File: config.mk
export PLATFORM = sky130hd
export DESIGN_NAME = seq_divider
export DESIGN_NICKNAME = d
export VERILOG_FILES = /design/src/rtl/seq_divider.sv
export SDC_FILE = /design/constraint.sdc
export NUM_CORES = 1
export LEC_CHECK = 0
export CORE_MARGIN = 5
export CORE_UTILIZATION = 57
export CTS_CLUSTER_SIZE = 10
export DETAILED_ROUTE_END_ITERATION = 6
export HOLD_SLACK_MARGIN = 0.05
export PLACE_DENSITY = 0.92
export SYNTH_ARGS = -nofsm -noshare
export SYNTH_HDL_FRONTEND = slang
export SYNTH_SLANG_ARGS = --single-unit
File: constraint.sdc
create_clock -name clk_i -period 3.8 [get_ports clk_i]
set_input_delay 0.95 -clock clk_i [delete_from_list [all_inputs] [get_ports clk_i]]
set_output_delay 0.95 -clock clk_i [all_outputs]
set_load 0.02 [all_outputs]
File: src/rtl/seq_divider.sv
`timescale 1ns/1ps
`default_nettype none
// ============================================================================
// Module      : seq_divider
// Description : Iterative radix-2 restoring divider for RV32M DIV/DIVU/REM/REMU
//               with divide-by-zero / signed-overflow fast path. Optional result
//               reuse cache enabled by the DIV_REUSE_EN macro.
// Revision    : 1.0 - initial release
// ============================================================================
module seq_divider #(
    parameter int XLEN = 32
) (
    input  logic            clk_i,
    input  logic            rst_i,
    input  logic [2:0]      MDU_op_i,
    input  logic            start_i,
    input  logic [XLEN-1:0] numerator_i,
    input  logic [XLEN-1:0] denominator_i,
    output logic [XLEN-1:0] quotient_o,
    output logic [XLEN-1:0] remainder_o,
    output logic            done_o,
    output logic            busy_o
);

    localparam int CNT_W = $clog2(XLEN);
    localparam logic [CNT_W-1:0] LAST_STEP = CNT_W'(XLEN - 1);
    localparam logic [XLEN-1:0]  INT_MIN   = {1'b1, {(XLEN-1){1'b0}}};

    typedef enum logic [1:0] {
        IDLE = 2'd0,
        BUSY = 2'd1,
        SIGN = 2'd2,
        DONE = 2'd3
    } state_t;

    state_t state, state_next;

    logic [CNT_W-1:0] count;
    logic [XLEN-1:0]  rem, dvd, dsr;
    logic             num_neg, den_neg;

    logic            accept, op_signed, div_zero, overflow, reuse_hit, fast;
    logic [XLEN-1:0] num_mag, den_mag, hit_q, hit_r;
    logic [XLEN:0]   shifted, diff;
    logic            no_borrow;
    logic            unused_op;

    // Bit 1 (DIV vs REM) only matters to the MDU's result select.
    assign unused_op = MDU_op_i[1];

    assign accept    = (state == IDLE) && start_i && MDU_op_i[2];
    assign op_signed = !MDU_op_i[0];
    assign div_zero  = (denominator_i == '0);
    assign overflow  = op_signed && (numerator_i == INT_MIN) && (denominator_i == '1);
    assign fast      = reuse_hit || div_zero || overflow;
    assign num_mag   = (op_signed && numerator_i[XLEN-1])   ? -numerator_i   : numerator_i;
    assign den_mag   = (op_signed && denominator_i[XLEN-1]) ? -denominator_i : denominator_i;

    assign shifted   = {rem, dvd[XLEN-1]};
    assign diff      = shifted - {1'b0, dsr};
    assign no_borrow = !diff[XLEN];

    assign done_o = (state == DONE);
    assign busy_o = (state == BUSY) || (state == SIGN);

    always_ff @(posedge clk_i) begin
        if (rst_i) state <= IDLE;
        else       state <= state_next;
    end

    always_comb begin
        state_next = state;
        case (state)
            IDLE: if (accept) state_next = fast ? DONE : BUSY;
            BUSY: begin
                if (!start_i)                state_next = IDLE;
                else if (count == LAST_STEP) state_next = SIGN;
            end
            SIGN: state_next = start_i ? DONE : IDLE;
            DONE: state_next = IDLE;
            default: state_next = IDLE;
        endcase
    end

    always_ff @(posedge clk_i) begin
        if (rst_i) begin
            quotient_o  <= '0;
            remainder_o <= '0;
            count       <= '0;
            rem         <= '0;
            dvd         <= '0;
            dsr         <= '0;
            num_neg     <= 1'b0;
            den_neg     <= 1'b0;
        end else begin
            case (state)
                IDLE: if (accept) begin
                    num_neg <= op_signed & numerator_i[XLEN-1];
                    den_neg <= op_signed & denominator_i[XLEN-1];
                    dvd     <= num_mag;
                    dsr     <= den_mag;
                    rem     <= '0;
                    count   <= '0;
                    if (reuse_hit) begin
                        quotient_o  <= hit_q;
                        remainder_o <= hit_r;
                    end else if (div_zero) begin
                        quotient_o  <= '1;
                        remainder_o <= numerator_i;
                    end else if (overflow) begin
                        quotient_o  <= INT_MIN;
                        remainder_o <= '0;
                    end
                end
                // dvd shifts out dividend bits and collects quotient bits.
                BUSY: if (start_i) begin
                    rem   <= no_borrow ? diff[XLEN-1:0] : shifted[XLEN-1:0];
                    dvd   <= {dvd[XLEN-2:0], no_borrow};
                    count <= count + 1'b1;
                end
                SIGN: if (start_i) begin
                    quotient_o  <= (num_neg ^ den_neg) ? -dvd : dvd;
                    remainder_o <= num_neg ? -rem : rem;
                end
                default: ;
            endcase
        end
    end

`ifdef DIV_REUSE_EN
    logic            reuse_valid, signed_q, reuse_signed;
    logic [XLEN-1:0] num_q, den_q, reuse_num, reuse_den;

    assign reuse_hit = reuse_valid && (reuse_signed == op_signed) &&
                       (reuse_num == numerator_i) && (reuse_den == denominator_i);

    always_ff @(posedge clk_i) begin
        if (rst_i) begin
            reuse_valid  <= 1'b0;
            signed_q     <= 1'b0;
            reuse_signed <= 1'b0;
            num_q        <= '0;
            den_q        <= '0;
            reuse_num    <= '0;
            reuse_den    <= '0;
            hit_q        <= '0;
            hit_r        <= '0;
        end else begin
            if (accept) begin
                num_q    <= numerator_i;
                den_q    <= denominator_i;
                signed_q <= op_signed;
            end
            if (busy_o && !start_i) begin
                reuse_valid <= 1'b0;
            end else if (state == DONE) begin
                reuse_valid  <= 1'b1;
                reuse_signed <= signed_q;
                reuse_num    <= num_q;
                reuse_den    <= den_q;
                hit_q        <= quotient_o;
                hit_r        <= remainder_o;
            end
        end
    end
`else
    assign reuse_hit = 1'b0;
    assign hit_q     = '0;
    assign hit_r     = '0;
`endif

endmodule
`default_nettype wire

==> results.py <==
metrics = {
    "yosys": {
        "yosys.area_share.simple": 0.209,
        "ys.flop_type": "dfxtp_1",
        "synth_compound_area_frac": 0.249,
        "ys_types": 73,
        "avgSynthCellArea_um2": 7.58,
        "synth_edf_count": 0,
        "ys.warnings.count": 0,
        "async_reset_ff_frac": 0,
        "synth_xor_area_frac": 0.108,
        "syn_nets": 1653,
        "synth_area_um2": 11700,
        "synthesis.instances": 1538,
        "synthMuxAreaShare": 0.0415,
        "synth_top_family_by_area": "compound AO/OA/AOI/OAI gates",
        "synthAdderAreaFrac": 0.0490,
        "ys_ff_latch": 169,
        "ys_seq_area_frac": 0.290,
    },
    "timing": {
        "slew_headroom": 0.137,
        "grt_setup_unrepaired": "no",
        "max_freq_ghz": 0.277,
        "min_period_ps": 3610,
        "fin_crit_sh": 0.950,
        "skew_ps": 10.4,
        "tns_ps": 0,
        "setup_viol": 0,
        "fin_ws_ps": 191,
        "hold_viol_final": 0,
        "worst_pin_slew_ps": 1290,
        "drv_slew": 0,
    },
    "drt": {
        "drt-initial-drc-count": 1435,
        "drtPass1Iterations": 6,
        "antenna_left": 0,
        "routedWlPerCell_um": 18.5,
        "post-route-drc-count": 0,
        "totalWireLength_mm": 36.1,
        "vias": 12200,
        "via_per_inst": 6.25,
    },
    "min_path": {
        "hold_class": "flip-flop to flip-flop",
        "min_to": "dsr[18]",
        "worst_hold_startpoint": "dsr[18]",
        "hold_depth": 2,
    },
    "global_route": {
        "gr-total-overflow": 0,
        "grtUsageTotal": 0.296,
        "grt_pass1_vias": 11300,
        "grt_max_degree": 96,
        "grt_pass1_wl_mm": 57.7,
        "antenna_found_initial": 0,
    },
    "die": {
        "pin_count": 136,
        "dieWidth_um": 153,
        "die_y_um": 153,
        "start_util": 0.578,
        "rows": 52,
        "die-area_um2": 23400,
        "core_area_um2": 20200,
    },
    "place": {
        "dp_slack_ps": -72.8,
        "gp_congestion": 0.965,
        "io_buffers": 134,
        "dpl.hpwl_mm": 27.2,
        "placed_cells": 1917,
    },
    "pwr": {
        "vdd_ir_drop_max_mv": 0.333,
        "p_leak_nw": 5.18,
        "power_mw": 6.94,
        "power.density_nw_per_um2": 491,
    },
    "clock_tree": {
        "cts.path.max_buffers": 2,
        "clk_latency_ps": 450,
        "path_clk_slew_ps": 70,
        "htree_levels": 4,
        "clock-sinks": 169,
        "clockRootBuffer": "clkbuf_16",
        "cts_made_buffers": 17,
        "cts_tree": "yes",
        "postCtsSetupBuffers": 0,
    },
    "run_status": {
        "status": "finished, final reports clean",
    },
    "final_layout": {
        "multi_input_area_um2": 7690,
        "seqCellArea_um2": 3380,
        "layout_commonest_cell": "nor2_1",
        "area_delta_synth_final_pct": 21.4,
        "fin_util": 0.701,
        "final_cell_mix": "nor2_1 (172), nand2_1 (171), dfxtp_1 (169), a21oi_1 (151), clkdlybuf4s50_1 (133)",
        "diodes": 0,
        "drive_above_1_share": 0.0810,
        "instances_no_fill": 1949,
        "fin_nets": 1781,
        "fillCellCount": 1526,
    },
    "setup_path": {
        "regToRegStartpoint": "dvd[31]",
        "rrSetupSlack_ps": 190,
        "start_kind": "flip-flop",
        "path_class": "flip-flop to flip-flop",
        "arrival_ps": 3910,
        "crit_fanout": 29,
        "r2r_end": "rem[8]",
        "r2r_cells": 12,
        "crit_path_end_kind": "flip-flop",
        "cp.required_ps": 4100,
    },
    "job": {
        "drv_cap": 0,
    },
}
## flip-flops by register name, indices dropped and copies added (netlist names)
name         flops
dvd             32
remainder_o     32
den_neg          1
count            5
quotient_o      32
rem             32
state            2
dsr             32
num_neg          1
## how the worst max path moves through the flow
stage,endpoint,slack (ps),depth (start not counted),startpoint
final,rem[8],190,12,dvd[31]
after detailed placement,remainder_o[11],-70,10,numerator_i[15]
after global routing,rem[17],60,12,dvd[31]
after CTS,rem[0],130,9,rem[4]
after global placement,remainder_o[5],9,10,numerator_i[15]
after floorplan,quotient_o[1],560,11,numerator_i[15]
## layout make-up
type	instances	area share
clock buffers	18	0.0304
clock inverters	14	0.0111
inverters	51	0.0135
multi-input cells	1216	0.544
flip-flops and latches	169	0.239
well taps	270	0.0239
repair buffers	211	0.138
## where the power goes
group	internal [mW]	switching, mW
Clock	0.983	0.784
Combinational	1.16	1.84
Sequential	1.97	0.198
## critical path, stage by stage, from the launching register on
cell and delay (ps):
dfxtp_1 350, inv_1 80, ha_1 250, fa_1 420, nand2b_1 200, a21o_1 230, a21oi_1 360, o221a_2 380
a41o_1 350, xor2_2 270, buf_12 240, mux2i_1 220, o21ai_1 70
## cell families after synthesis
group / after synthesis
AOI/OAI and AO/OA: 454
xor gates and xnor gates: 144
muxes: 48
DFF: 169
buffers and inverters: 153
adders and majority gates: 45
and+or+nand+nor: 525
## metrics by stage
| stage | hold WS (ps) | cell area, um^2 |
|---|---|---|
| 3_3_place_gp | 440 | 13500 |
| 3_5_place_dp | 454 | 13500 |
| 2_1_floorplan | 432 | 11700 |
| 4_1_cts | 461 | 14100 |
| 5_1_grt | 471 | 14100 |
| 6_report | 454 | 14100 |
## repair_timing
action                                  4_1_cts  5_1_grt
gates resized for setup                       0        1
endpoints found under the hold margin         0        0
hold buffers                                  0        0
endpoints found under the setup margin        0        9
## synth_stat cells (all sizes together) (12+ instances only)
library cell | number | area share
o31ai | 23 | 0.015
a21oi | 151 | 0.065
clkbuf | 84 | 0.027
nor4 | 17 | 0.011
dfxtp | 169 | 0.29
nand2b | 15 | 0.0081
inv | 51 | 0.016
a22oi | 22 | 0.014
xor2 | 53 | 0.040
nand3 | 35 | 0.015
o41ai | 14 | 0.012
nor2 | 173 | 0.056
a32oi | 12 | 0.0097
a211oi | 69 | 0.045
ha | 44 | 0.047
mux2i | 46 | 0.040
buf | 18 | 0.0098
a21o | 13 | 0.0084
xnor2 | 91 | 0.068
o21ai | 94 | 0.040
or3 | 14 | 0.0075
nand4 | 14 | 0.0075
nor3 | 33 | 0.016
nand2 | 173 | 0.056
## per-layer routing
metal / track usage / wire (um)
met3: 0.0466 / 3170
met4: 0.130 / 1590
met5: 0 / 0
met2: 0.507 / 17200
met1: 0.368 / 14100
(Power assumes the default switching activity.)
